==> src/rtl/pio_cpl_tracker.sv <==
// rtl/pio_cpl_tracker.sv - outstanding non-posted completion tracker with timeout and turn-off handshake
module pio_cpl_tracker #(
    parameter int MAX_OUTSTANDING = 4,
    parameter int CNT_WIDTH       = $clog2(MAX_OUTSTANDING + 1),
    parameter int TIMEOUT_CYCLES  = 1024,
    parameter int TCQ             = 1
) (
    input  logic                 s_axis_aclk,
    input  logic                 user_reset,
    input  logic                 user_lnk_up,
    input  logic                 req_compl,
    input  logic                 compl_done,
    input  logic                 cfg_to_turnoff,
    output logic                 cfg_turnoff_ok,
    output logic                 req_stall,
    output logic [CNT_WIDTH-1:0] outstanding,
    output logic                 timeout_abort,
    output logic                 err_overflow,
    output logic                 err_underflow
);

    localparam int TMR_WIDTH = (TIMEOUT_CYCLES > 1) ? $clog2(TIMEOUT_CYCLES) : 1;
    localparam logic [CNT_WIDTH-1:0] MAX_CNT  = CNT_WIDTH'(MAX_OUTSTANDING);
    localparam logic [TMR_WIDTH-1:0] TMR_LAST =
        TMR_WIDTH'((TIMEOUT_CYCLES > 0) ? (TIMEOUT_CYCLES - 1) : 0);

    if (MAX_OUTSTANDING < 1 || MAX_OUTSTANDING > 255 || TIMEOUT_CYCLES < 0 || TCQ < 0) begin : g_bad_params
        $error("pio_cpl_tracker: illegal parameter value");
    end

    typedef enum logic [1:0] {
        ST_ACTIVE = 2'd0,
        ST_DRAIN  = 2'd1,
        ST_OK     = 2'd2
    } state_t;

    logic                 rst_q;
    state_t               state_q, state_d;
    logic [CNT_WIDTH-1:0] count_q, count_d;
    logic [TMR_WIDTH-1:0] timer_q, timer_d;
    logic                 abort_q, abort_d;
    logic                 ovf_q, ovf_d;
    logic                 unf_q, unf_d;

    always_ff @(posedge s_axis_aclk) begin
        rst_q <= user_reset | ~user_lnk_up;
        if (rst_q) begin
            state_q <= ST_ACTIVE;
            count_q <= '0;
            timer_q <= '0;
            abort_q <= 1'b0;
            ovf_q   <= 1'b0;
            unf_q   <= 1'b0;
        end else begin
            state_q <= state_d;
            count_q <= count_d;
            timer_q <= timer_d;
            abort_q <= abort_d;
            ovf_q   <= ovf_d;
            unf_q   <= unf_d;
        end
    end

    // A simultaneous request and completion cancel out, even at the limits.
    always_comb begin
        count_d = count_q;
        ovf_d   = ovf_q;
        unf_d   = unf_q;
        case ({req_compl, compl_done})
            2'b10: begin
                if (count_q == MAX_CNT) ovf_d = 1'b1;
                else                    count_d = count_q + CNT_WIDTH'(1);
            end
            2'b01: begin
                if (count_q == '0) unf_d = 1'b1;
                else               count_d = count_q - CNT_WIDTH'(1);
            end
            default: ;
        endcase
    end

    // A completion counts as progress, so it suppresses an abort due the same cycle.
    always_comb begin
        timer_d = '0;
        abort_d = 1'b0;
        if (TIMEOUT_CYCLES != 0 && count_q != '0 && !compl_done) begin
            if (timer_q == TMR_LAST) abort_d = 1'b1;
            else                     timer_d = timer_q + TMR_WIDTH'(1);
        end
    end

    always_comb begin
        state_d = state_q;
        case (state_q)
            ST_ACTIVE: begin
                if (cfg_to_turnoff) state_d = ST_DRAIN;
            end
            ST_DRAIN: begin
                if (!cfg_to_turnoff)                     state_d = ST_ACTIVE;
                else if (count_q == '0 && !req_compl)    state_d = ST_OK;
            end
            ST_OK: begin
                if (!cfg_to_turnoff) state_d = ST_ACTIVE;
                else if (req_compl)  state_d = ST_DRAIN;
            end
            default: state_d = ST_ACTIVE;
        endcase
    end

    assign cfg_turnoff_ok = (state_q == ST_OK);
    assign req_stall      = (count_q == MAX_CNT) | (state_q != ST_ACTIVE);
    assign outstanding    = count_q;
    assign timeout_abort  = abort_q;
    assign err_overflow   = ovf_q;
    assign err_underflow  = unf_q;

endmodule

==> config.mk <==
export PLATFORM = sky130hd
export DESIGN_NAME = pio_cpl_tracker
export DESIGN_NICKNAME = d
export VERILOG_FILES = /design/src/rtl/pio_cpl_tracker.sv
export SDC_FILE = /design/constraint.sdc
export NUM_CORES = 1
export LEC_CHECK = 0
export CORE_MARGIN = 5
export CORE_UTILIZATION = 51
export CTS_BUF_LIST = sky130_fd_sc_hd__clkbuf_16
export DETAILED_ROUTE_END_ITERATION = 10
export GPL_TIMING_DRIVEN = 0
export PLACE_DENSITY = 0.79
export SLEW_MARGIN = 20
export SYNTH_ARGS = -nofsm -noshare
export SYNTH_HDL_FRONTEND = slang
export SYNTH_SLANG_ARGS = --single-unit
==> constraint.sdc <==
create_clock -name s_axis_aclk -period 2.26 [get_ports s_axis_aclk]
set_clock_uncertainty 0.05 [all_clocks]
set_input_delay 0.452 -clock s_axis_aclk [delete_from_list [all_inputs] [get_ports s_axis_aclk]]
set_output_delay 0.452 -clock s_axis_aclk [all_outputs]
set_load 0.005 [all_outputs]
## Word-level counts from Yosys, hierarchy flattened

Cells that the tools add are included.

- Output and inout port bits: 8
- Bits of input ports: 6
- Register bits after elaboration: 19

- $add $sub $neg: 3
- Equal/unequal tests: 11
- Multiplexer cells: 10
- Reductions and logical operators: 15
- Bitwise gates (word level): 4

Operators by type and width:

| kind | count |
|---|---|
| adder 10 x 1 -> 10 bit (second input constant) | 1 |
| == test 10 bit (second input constant) | 1 |
| 2-to-1 mux 2 bit | 5 |
| 2-to-1 mux 3 bit | 2 |
| inequality test 2 bit (second input constant) | 3 |
| inequality test 3 bit (second input constant) | 2 |
| one-hot mux 2 bit (3 select lines) | 1 |
| one-hot mux 3 bit (2 select lines) | 1 |
| AND reduction 3 bit | 2 |
| == test 2 x 1 -> 1 bit (second input constant) | 2 |
| == test 2 bit (second input constant) | 2 |
| AND reduction 2 bit | 2 |
| nonzero test 2 bit | 2 |
| adder 3 x 1 -> 3 bit (second input constant) | 1 |
| == test 3 bit (second input constant) | 1 |
| zero test 3 bit | 1 |
| nonzero test 3 bit | 1 |
| OR reduction 3 bit | 1 |
| subtractor 3 x 1 -> 3 bit (second input constant) | 1 |
| logical AND 1 bit | 2 |
| zero test 1 bit | 2 |
| zero test 2 bit | 1 |
| NOT 1 bit | 2 |
| OR 1 bit | 2 |
| 2 further kinds | 2 |

## Logic depth before layout (Yosys ltp)

Gate-level depths: netlist (run 1).

- Depth in word-level cells: 5
- Gate-level depth with buffers: 6
- Depth with buffers taken out: 5

## Least setup slack after synthesis (run 1)

Ideal clock, no wire load.

- Kind: input port to flip-flop
- Start: in req_compl
- End: reg count_q[2] (netlist: outstanding[2])
- Setup time: 74 ps
- Arrival time: 1,646 ps
- Path buffers: 1
- Data required time: 2,136 ps
- Slack: 490 ps
- Stages: 5
- Cell sequence: buf_2 > nand2b_1 > fa_1 > or3_1 > a31oi_1

- Longest elaborated chain between the ends: 3

Ends and longest elaborated chain:

| what | RTL line | RTL |
|---|---|---|
| start, declared | 11 | `input logic req_compl,` |
| == test 2 x 1 -> 1 bit / == test 2 bit (equally long branches) | 69 | `case ({req_compl, compl_done})` |
| inequality test 2 bit (no source line) / nonzero test 2 bit (equally long branches) | -- |  |
| AND reduction 3 bit (no source line) | -- |  |
| end signal, assigned | 56 | `count_q <= count_d;` |
| end, declared | 39 | `logic [CNT_WIDTH-1:0] count_q, count_d;` |

Parallel ways exist; a longest one is shown, timed or not.
A chain may end at the register's enable or synchronous reset.

## Final worst setup path (run 1)

- Start: reg count_q[0] (netlist: outstanding[0])
- End: out req_stall

- Longest elaborated chain between the ends: 2

Ends and longest elaborated chain:

| what | RTL line | RTL |
|---|---|---|
| == test 3 bit | 111 | `assign req_stall = (count_q == MAX_CNT) \| (state_q != ST_ACTIVE);` |
| OR 1 bit | 111 |  |
| end, declared | 15 | `output logic req_stall,` |

Every way passes these cells.

==> summary.md, run 1 <==
| Metric | Value |
|---|---|
| Status | `complete, no violations` |
| Postcts setup bufs | `0` |
| Synth area leader | `dfxtp_1` |
| Min-delay src | `err_underflow` |
| N_diodes | `0` |
| Buffers added on ports | `11` |
| Final period utilization | `0.912` |
| Clk buf depth | `2` |
| Ys flop type | `dfxtp_1` |
| Library cells used by synthesis | `37` |
| Initial core utilization | `0.521` |
| Final net count | `120` |
| WL/cell | `~14 µm` |
| Final hold vios | `0` |
| Worst r2r src | `outstanding[0]` |
| #FFs+latches synth | `19` |
| Syn Std Cell Area | `about 900 µm²` |
| Setup TNS | `0 ns` |
| Logic pwr share | `0.060` |
| WL final | `between 1500 and 2000 µm` |
| DR vias/cell | `between 5 and 6` |
| Final Max Tran Viols | `0` |
| Residual DRC | `0` |
| Row cnt | `15` |
| Antenna violations before repair | `0` |
| Worst-path clk slew | `roughly 0.05 ns` |
| Crit path max-delay family | `flip-flops` |
| Root Driver | `clkbuf_16` |
| P&R area growth vs syn | `23.9%` |
| Share of layout cells above drive strength 1 | `0.108` |
| Syn. warnings | `0` |
| Initial DRC count | `9` |
| Hold Path Class | `reg2reg` |
| Placed instance area | `between 0.001 and 0.0015 mm²` |
| Slowest stage cell, crit path | `dfxtp_1` |
| Hold-fix buffers, CTS | `0` |
| Final setup viols | `0` |
| Startpoint Class | `register` |
| Int Power | `between 0.5 and 0.6 mW` |
| Max layer used | `met4` |
| Clock network fraction of design power | `0.473` |
| Worst-Margin Slew | `around 0.42 ns` |
| M1 WL | `~760 µm` |
| Max incr delay on CP | `0.44 ns` |
| Peak supply drop | `roughly 450 µV` |
| Post-Syn Nets | `about 100` |
| Detailed Place HPWL | `1310 µm` |
| H-tree lvl count | `1` |
| Met2 routed WL | `between 800 and 900 µm` |
| Pwr/cell area | `roughly 700 mW/mm²` |
| RSZ-0062 raised after global routing | `false` |
| Core ar. | `roughly 0.0017 mm²` |
| Worst setup margin | `around 0.2 ns` |
| Via count | `roughly 750` |
| Io pins | `14` |
| Post-DRT Antenna Nets | `0` |
| Synth async-reset ratio | `0` |
| Worst skew pair latency | `roughly 0.25 ns` |
| Crit path cell chain | `nor2_1 > a211o_1 > clkdlybuf4s50_1` |
| Crit. Startpoint | `outstanding[0]` |
| WP data arrival | `~1.6 ns` |
| Max-cap violations | `0` |
| Finished Cell Area | `0.00109 mm²` |
| Switching pwr | `0.143 mW` |
| Vias in the first global route | `slightly below 800` |
| CP endpoint kind | `primary output` |
| Synthesized instance count | `96` |
| Global-route wire length before repair | `3210 µm` |
| Avg Cell Area, Syn | `between 9 and 10 µm²` |
| Die Area | `about 0.0027 mm²` |
| Top cell type's share of synthesized area | `0.432` |
| Die Span Y | `about 52 µm` |
| Sinks on Clock Net | `19` |
| Die W | `slightly above 50 µm` |
| Filler Cell Count | `around 130` |
| CP max FO | `7` |
| GP Congestion | `roughly 0.76` |
| Grt ovf | `0` |
| Worst endpoint required time | `1.76 ns` |
| WP buf/inv | `1` |
| Largest net degree at the start of global routing | `11` |
| 1st-pass router iterations | `4` |
| Sw Ratio | `0.193` |
| Post-synth EDFFs | `0` |
| Fin crit period | `2.06 ns` |
| Pre-CTS WS | `0.333 ns` |
| Rel. slew slack | `0.716` |
| Fin cells | `128` |
| Post-synthesis sequential area ratio | `0.432` |
| Placed insts | `around 120` |
| Tot GR Track Use | `0.162` |
| Detailed route wirelength on metal3 | `between 80 and 90 µm` |
| Leakage power | `0.355 nW` |
| Post-CTS resize count | `0` |
| TritonCTS Buffers | `3` |
| Critical path class | `reg2out` |
| Timing-limited maximum frequency | `approximately 490 MHz` |
| Seq pwr share | `0.467` |
| TritonCTS clock tree | `done` |
| Area contributors post-synth | `dfxtp_1 43%, a21oi_1 3.4%, xor2_1 3.0%` |
[power by group through the flow]
stage / Clock [mW] / Sequential [mW] / Combinational (mW)
floorplan: 0 / 0.352 / 0.0274
global placement: 0 / 0.353 / 0.0438
detailed placement: 0 / 0.353 / 0.0456
CTS: 0.359 / 0.346 / 0.0457
global route: 0.374 / 0.347 / 0.0518
finish: 0.351 / 0.347 / 0.0449
[sequential cells by signal (all words and copies together) (netlist names)]
name / flops
err_overflow: 1
err_underflow: 1
outstanding: 3
rst_q: 1
state_q: 2
timeout_abort: 1
timer_q: 10
[placed cells by master (no fill, tap or decap), types with 2 or more instances in the layout]
cell type        count
clkdlybuf4s50_1     11
xor2_1               3
inv_1                7
a31oi_1              2
clkbuf_16            3
or3_1                4
o21ai_0              5
xnor2_1              2
dfxtp_1             19
nor3_1               3
buf_2                4
o31ai_1              2
nor2b_1              3
a21oi_1              6
nand4_1              2
nor2_1               5
nand3_1              4
nand2b_1             3
nand2_1              3
[Yosys cell counts, drive strengths merged (3+ instances only)]
cell,instances
a21oi,6
buf,4
dfxtp,19
inv,6
nand2,3
nand2b,3
nand3,5
nor2,5
nor2b,3
nor3,4
o21ai,5
or3,5
xor2,3
[stage by stage]
stage,utilization,power (mW),hold WS (ns)
3_5_place_dp,0.599,0.399,0.417
4_1_cts,0.646,0.751,0.432
6_report,0.646,0.743,0.423
2_1_floorplan,-,0.379,0.402
5_1_grt,0.646,0.773,0.458
3_3_place_gp,0.599,0.397,0.410
[worst paths after layout]
| kind | to | slack [ns] | depth (start not counted) |
|---|---|---|---|
| min | err_underflow | 0.42 | 2 |
| min reg2reg | err_underflow | 0.42 | 2 |
| max reg2reg | outstanding[2] | 0.55 | 4 |
| max | req_stall | 0.20 | 3 |
[cells by family (layout without fill, tap and decap cells)]
family                   Yosys count  after routing  synth area share
flip-flops                        19             19             0.432
buffers and inverters             10             25            0.0483
AO/OA/AOI/OAI                     22             22             0.165
AND/OR/NAND/NOR                   38             38             0.268
XOR/XNOR                           5              5            0.0497
adder cells (fa/ha/maj)            2              2            0.0369
[layer usage]
metal / up-vias / GRT usage
li1: 383 / -
met1: 352 / 0.171
met2: 13 / 0.288
met3: 4 / 0.0401
met4: 0 / 0.0917
met5: - / 0
[cell type report]
cell class              count  area (µm²)  share of cell area
clock inverters             1        3.75             0.00344
flip-flops and latches     19         380               0.349
inverters                   6        22.5              0.0206
clock buffers               3        75.1              0.0688
well taps                  17        21.3              0.0195
repair buffers             11         110               0.101
multi-input cells          67         458               0.420
plain buffers               4        20.0              0.0183
[worst min-delay path: cells and delay by family (launching register included)]
family | cells | cell delay (ns)
flip-flops | 1 | 0.33
AO/OA/AOI/OAI | 1 | 0.04
AND/OR/NAND/NOR | 1 | 0.07
Note: power is estimated with default switching activity, not from simulation.
==> inputs of run 2 (changes only) <==
--- a/config.mk
+++ b/config.mk
@@ -5,7 +5,7 @@
 export SDC_FILE = /design/constraint.sdc
 export NUM_CORES = 1
 export LEC_CHECK = 0
-export CORE_MARGIN = 5
+export CORE_MARGIN = 2
 export CORE_UTILIZATION = 51
 export CTS_BUF_LIST = sky130_fd_sc_hd__clkbuf_16
 export DETAILED_ROUTE_END_ITERATION = 10
==> constraint.sdc (replaced) <==
create_clock -name s_axis_aclk -period 2 [get_ports s_axis_aclk]
set_clock_uncertainty 0.05 [all_clocks]
set_input_delay 0.4 -clock s_axis_aclk [delete_from_list [all_inputs] [get_ports s_axis_aclk]]
set_output_delay 0.4 -clock s_axis_aclk [all_outputs]
set_load 0.005 [all_outputs]
==> run 2 against run 1 <==
Die area fell by 22%. Non-clock buffer count did not move. Critical path type unchanged. Total power up 15%. Global-route usage is 2.1 points higher. Utilization up 0.95 points.
==> summary.md, run 2 (synthesis gave the netlist of run 1 again) <==
| Metric | Value |
|---|---|
| Status | `complete, no violations` |
| Grt ovf | `0 (unchanged)` |
| Antenna violations before repair | `0 (unchanged)` |
| Final period utilization | `0.965` |
| Max-cap violations | `0 (unchanged)` |
| Final hold vios | `0 (unchanged)` |
| Hold Slack | `0.386 ns (-0.0370 ns)` |
| Die Area | `0.00208 mm² (-22%)` |
| Clk buf depth | `2 (unchanged)` |
| Largest Register | `timer_q` |
| 1st-pass router iterations | `4 (unchanged)` |
| Core ar. | `0.00167 mm² (-1.1%)` |
| Worst-path clk slew | `0.06 ns (about the same)` |
| Fin crit period | `just under 2 ns` |
| Critical path class | `reg2out` |
| Leading cell types in the layout, fill and taps excluded | `17 x dfxtp_1, 11 x clkdlybuf4s50_1, 6 x inv_1, 6 x a21oi_1` |
| Most common cell after layout, fill and taps aside | `dfxtp_1` |
| CP endpoint kind | `primary output` |
| Timing-limited maximum frequency | `518 MHz` |
| Worst skew pair latency | `0.25 ns (about the same)` |
| Hold Path Depth | `2 (unchanged)` |
| Worst-Margin Slew | `0.446 ns (+0.0223 ns)` |
| Tot GR Track Use | `0.182 (+0.0208)` |
| Hold-fix buffers, CTS | `0 (unchanged)` |
| Startpoint Class | `register` |
| Max incr delay on CP | `0.49 ns (+0.05 ns)` |
| Hold Path Class | `in2reg` |
| Initial DRC count | `14 (+5)` |
| Filler Cell Count | `130 (-2.3%)` |
| DR vias/cell | `5.89 (+0.27%)` |
| Hold EP | `state_q[1]` |
| Pwr/cell area | `779 mW/mm² (+14%)` |
| Buffers added on ports | `11 (unchanged)` |
| Worst endpoint required time | `1.55 ns (-0.21 ns)` |
| WP data arrival | `1.48 ns (-0.08 ns)` |
| GP Congestion | `0.764 (+0.87%)` |
| Root Driver | `clkbuf_16` |
| Largest net degree at the start of global routing | `12 (+1)` |
| WL/cell | `12.8 µm (-6.3%)` |
| P&R area growth vs syn | `24.3%` |
| Rel. slew slack | `0.701 (-0.0150)` |
| Sinks on Clock Net | `19 (unchanged)` |
| Postcts setup bufs | `0 (unchanged)` |
| FF-to-FF path depth | `4 (unchanged)` |
| TritonCTS clock tree | `done` |
| CP max FO | `6 (-1)` |
| Max reg flops | `10 (unchanged)` |
| RR Endpoint | `outstanding[2]` |
| TritonCTS Buffers | `3 (unchanged)` |
| Min-delay src | `req_compl` |
| Row cnt | `15 (unchanged)` |
| Die W | `45.6 µm (-12%)` |
| Post-CTS resize count | `1 (+1)` |
| Final setup viols | `0 (unchanged)` |
| Global-route wire length before repair | `2680 µm (-16%)` |
| Leakage power | `0.355 nW (-0.14%)` |
| Via count | `754 (+0.27%)` |
| Post-DRT Antenna Nets | `0 (unchanged)` |
| WL final | `1640 µm (-6.3%)` |
| Peak supply drop | `673 µV (+51%)` |
| Initial core utilization | `0.527 (+0.00586)` |
| Multi-input gate area | `458 µm² (unchanged)` |
| Io pins | `14 (unchanged)` |
| Setup TNS | `0 ns (unchanged)` |
| Crit path cell chain | `nor2_1 > a211o_1 > clkdlybuf4s50_1` |
| Worst r2r src | `outstanding[0]` |
| Detailed Place HPWL | `1240 µm (-5.4%)` |
| Residual DRC | `0 (unchanged)` |
| WP buf/inv | `1 (unchanged)` |
| N_diodes | `0 (unchanged)` |
| Vias in the first global route | `686 (-11%)` |
| Crit path max-delay family | `buffers and inverters` |
| Post-layout util | `0.655 (+0.00950)` |
| Share of layout cells above drive strength 1 | `0.135 (+0.0270)` |
| H-tree lvl count | `1 (unchanged)` |
| Seq. cell area | `383 µm² (+0.66%)` |
| Final Max Tran Viols | `0 (unchanged)` |
| Slowest stage cell, crit path | `clkdlybuf4s50_1` |
| Final net count | `120 (unchanged)` |
| RSZ-0062 raised after global routing | `false` |
| FF-to-FF setup slack | `0.38 ns (-0.17 ns)` |
| Die Span Y | `45.6 µm (-12%)` |
## run 2: how the worst max path moves through the flow
stage	start	endpoint	slack, ns	cells past startpoint
4_1_cts	outstanding[1]	req_stall	0.004	3
5_1_grt	outstanding[1]	req_stall	0.02	3
6_report	outstanding[1]	req_stall	0.07	3
2_1_floorplan	req_compl	outstanding[2]	0.28	5
3_3_place_gp	req_compl	outstanding[2]	0.21	5
3_5_place_dp	req_compl	outstanding[2]	0.15	5
## run 2: through the flow
| stage | area [µm²] | total power [mW] | setup slack (ns) | std cells |
|---|---|---|---|---|
| floorplan | 881 | 0.429 | 0.282 | 96 |
| global placement | 1010 | 0.448 | 0.211 | 124 |
| detailed placement | 1010 | 0.451 | 0.153 | 124 |
| CTS | 1090 | 0.866 | 0.00423 | 128 |
| global route | 1090 | 0.885 | 0.0237 | 128 |
| finish | 1090 | 0.853 | 0.0705 | 128 |
## run 2: final cells by class
cell class / instances / share of cell area
flip-flops and latches: 19 / 0.350
multi-input cells: 67 / 0.418
clock inverters: 1 / 0.00457
well taps: 17 / 0.0194
repair buffers: 11 / 0.101
plain buffers: 4 / 0.0183
clock buffers: 3 / 0.0686
inverters: 6 / 0.0206
## run 2: power by group
| part | leakage, nW | internal (mW) | total [mW] | switching [mW] |
|---|---|---|---|---|
| registers | 0.155 | 0.384 | 0.391 | 0.00702 |
| logic | 0.159 | 0.0275 | 0.0514 | 0.0239 |
| clock network | 0.0409 | 0.268 | 0.410 | 0.142 |
| total | 0.355 | 0.680 | 0.853 | 0.173 |
## run 2: worst register-to-register path, cell delays in order, from the launching register on
cell,delay (ns)
dfxtp_2,0.38
inv_1,0.10
fa_1,0.48
o311ai_0,0.35
a31oi_1,0.13
## run 2: per-layer routing
layer | global-route usage | part of all wire
met5 | 0 | 0
met4 | 0.106 | 0.0061
met3 | 0.0476 | 0.034
met2 | 0.324 | 0.55
met1 | 0.190 | 0.41
==> inputs of run 3 (changes only) <==
--- a/config.mk
+++ b/config.mk
@@ -5,8 +5,10 @@
 export SDC_FILE = /design/constraint.sdc
 export NUM_CORES = 1
 export LEC_CHECK = 0
+export CELL_PAD_IN_SITES_DETAIL_PLACEMENT = 1
+export CELL_PAD_IN_SITES_GLOBAL_PLACEMENT = 2
 export CORE_MARGIN = 2
-export CORE_UTILIZATION = 51
+export CORE_UTILIZATION = 31
 export CTS_BUF_LIST = sky130_fd_sc_hd__clkbuf_16
 export DETAILED_ROUTE_END_ITERATION = 10
 export GPL_TIMING_DRIVEN = 0
==> run 3 against run 2 <==
Wire length is 16% higher. Clock power is 1% lower. Global-route usage is 3.9 points lower. Sequential cell count stayed put. Die area is 58% higher. Sequential power hardly changed. Register-to-register slack worse by 0.02 ns. Worst setup slack better by 0.038 ns. Design area is 1.7% higher. Via count is 1.1% higher. Sequential share of layout area is 0.59 points lower. Cell count is 11% higher. Critical endpoint unchanged. Largest power group unchanged.
==> summary.md, run 3 (synthesis gave the netlist of run 1 again) <==
| Metric | Value |
|---|---|
| Met3 GRT Util | `0.0363 (-0.0113)` |
| Fin crit period | `1.89 ns (-0.0383 ns)` |
| Core ar. | `0.00273 mm² (+64%)` |
| Largest net degree at the start of global routing | `11 (-1)` |
| Max incr delay on CP | `0.44 ns (-0.05 ns)` |
| Grt ovf | `0 (unchanged)` |
| Clk buf depth | `2 (unchanged)` |
| Share of layout cells above drive strength 1 | `0.135 (unchanged)` |
| Finished Cell Area | `0.00111 mm² (+1.7%)` |
| WL final | `1910 µm (+16%)` |
| Antenna violations before repair | `0 (unchanged)` |
| Final net count | `120 (unchanged)` |
| Pre-CTS WS | `0.112 ns (-0.0404 ns)` |
| TritonCTS clock tree | `done` |
| Sw Ratio | `0.203 (about the same)` |
| 1st-pass router iterations | `3 (-1)` |
| Row cnt | `19 (+4)` |
| Die Span Y | `57.3 µm (+26%)` |
| Rel. slew slack | `0.704 (+0.00298)` |
| Placed instance area | `0.00103 mm² (+1.7%)` |
| Buffers added on ports | `11 (unchanged)` |
| WL/cell | `13.4 µm (+4.8%)` |
| Met2 global-route usage | `0.245 (-0.0793)` |
| Initial core utilization | `0.322 (-0.205)` |
| Most common cell after layout, fill and taps aside | `dfxtp_1` |
| Root Driver | `clkbuf_16` |
| Worst skew pair latency | `0.25 ns (about the same)` |
| Final setup viols | `0 (unchanged)` |
| Postcts setup bufs | `0 (unchanged)` |
| N_diodes | `0 (unchanged)` |
| Critical path class | `reg2out` |
| WP data arrival | `1.44 ns (-0.04 ns)` |
| Post-DRT Antenna Nets | `0 (unchanged)` |
| Residual DRC | `0 (unchanged)` |
| Worst endpoint required time | `1.55 ns (about the same)` |
| Io pins | `14 (unchanged)` |
| Largest Register | `timer_q` |
| Peak supply drop | `403 µV (-40%)` |
| Logic pwr share | `0.061 (about the same)` |
| Final period utilization | `0.946 (-0.0191)` |
| Global-route wire length before repair | `3590 µm (+34%)` |
| TritonCTS Buffers | `3 (unchanged)` |
| Hold Path Class | `in2reg` |
| DR vias/cell | `5.37 (-8.9%)` |
| Worst-path clk slew | `0.05 ns (about the same)` |
| Worst-Margin Slew | `0.442 ns (-0.00445 ns)` |
| Leakage power | `0.357 nW (+0.63%)` |
| Initial DRC count | `16 (+2)` |
| Vias in the first global route | `822 (+20%)` |
| Filler Cell Count | `334 (+160%)` |
| Seq pwr share | `0.461 (+0.002)` |
| Via count | `762 (+1.1%)` |
| Switching pwr | `0.173 mW (-0.35%)` |
| Detailed Place HPWL | `1400 µm (+13%)` |
| Max-cap violations | `0 (unchanged)` |
| Final hold vios | `0 (unchanged)` |
| Sinks on Clock Net | `19 (unchanged)` |
| CP max FO | `6 (unchanged)` |
| Die W | `57.3 µm (+26%)` |
| GP Congestion | `0.680 (-11%)` |
| Slowest stage cell, crit path | `clkdlybuf4s50_1` |
| M1 GR Usage | `0.164 (-0.0265)` |
| Timing-limited maximum frequency | `529 MHz (+2.0%)` |
| Int Power | `0.678 mW (-0.24%)` |
| Die Area | `0.00328 mm² (+58%)` |
| Tot GR Track Use | `0.143 (-0.0392)` |
| Worst setup margin | `0.109 ns (+0.0383 ns)` |
| Final Max Tran Viols | `0 (unchanged)` |
| CP endpoint kind | `primary output` |
| Leading cell types in the layout, fill and taps excluded | `17 x dfxtp_1, 11 x clkdlybuf4s50_1, 7 x inv_1` |
| Crit path cell chain | `nor2_2 > a211o_1 > clkdlybuf4s50_1` |
| Pwr/cell area | `764 mW/mm² (-1.9%)` |
| Setup TNS | `0 ns (unchanged)` |
| P&R area growth vs syn | `26.4%` |
| Status | `complete, no violations` |
| Startpoint Class | `register` |
| RSZ-0062 raised after global routing | `false` |
| H-tree lvl count | `1 (unchanged)` |
| Clock network fraction of design power | `0.478 (-0.003)` |
| GR peak layer | `met2` |
| Max reg flops | `10 (unchanged)` |
## run 3: cell count changes in the layout (fill, tap and decap cells not counted)
| cell | delta |
|---|---|
| nor2_2 | +1 |
| clkinv_2 | -1 |
| inv_1 | +1 |
| nor2_1 | -1 |
## run 3: timing repair
action / in CTS / in global routing
hold buffers: 0 / 0
gates resized for setup: 2 / 1
pin swaps: 0 / 0
endpoints found under the setup margin: 1 / 1
## run 3: worst paths after layout
check / start / endpoint / slack (ns) / depth (start not counted)
worst max-delay path: outstanding[1] / req_stall / 0.11 / 3
worst min-delay path: req_compl / state_q[1] / 0.39 / 2
worst max register to register: outstanding[0] / outstanding[2] / 0.36 / 4
worst min register to register: timer_q[9] / timer_q[9] / 0.43 / 2
## run 3: area by class of cell
cell class	instances	area, µm²	share of cell area
Timing Repair Buffer	11	110	0.0989
Tap cell	31	38.8	0.0348
Multi-Input combinational cell	67	460	0.413
Clock buffer	3	75.1	0.0674
Buffer	4	20.0	0.0180
Sequential cell	19	383	0.344
Inverter	6	22.5	0.0202
Clock inverter	1	3.75	0.00337
## run 3: power groups by stage
stage / Clock, mW / Combinational (mW) / Sequential [mW]
final: 0.406 / 0.0518 / 0.393
after global routing: 0.438 / 0.0592 / 0.394
after CTS: 0.420 / 0.0525 / 0.392
after detailed placement: 0 / 0.0523 / 0.400
after global placement: 0 / 0.0509 / 0.400
after floorplan: 0 / 0.0310 / 0.398
## run 3: critical path: cells and delay by family, from the launching register on
kind	cells	cell delay [ns]
compound gates	1	0.29
flops	1	0.39
simple gates	1	0.08
buf+inv	1	0.44
## run 3: routing by layer
metal | wire (µm) | up-vias | share of wire
met3 | 56 | 5 | 0.029
li1 | - | 380 | -
met1 | 838 | 364 | 0.44
met2 | 962 | 13 | 0.50
met4 | 47 | 0 | 0.025
met5 | 0 | - | 0
## run 3: stage by stage
step                      cells  hold WS [ns]  total power [mW]   util
after floorplan              96         0.402             0.429      -
after global placement      138         0.408             0.451  0.377
after detailed placement    138         0.432             0.452  0.377
after CTS                   142         0.393             0.865  0.406
after global routing        142         0.420             0.891  0.407
final                       142         0.393             0.851  0.407
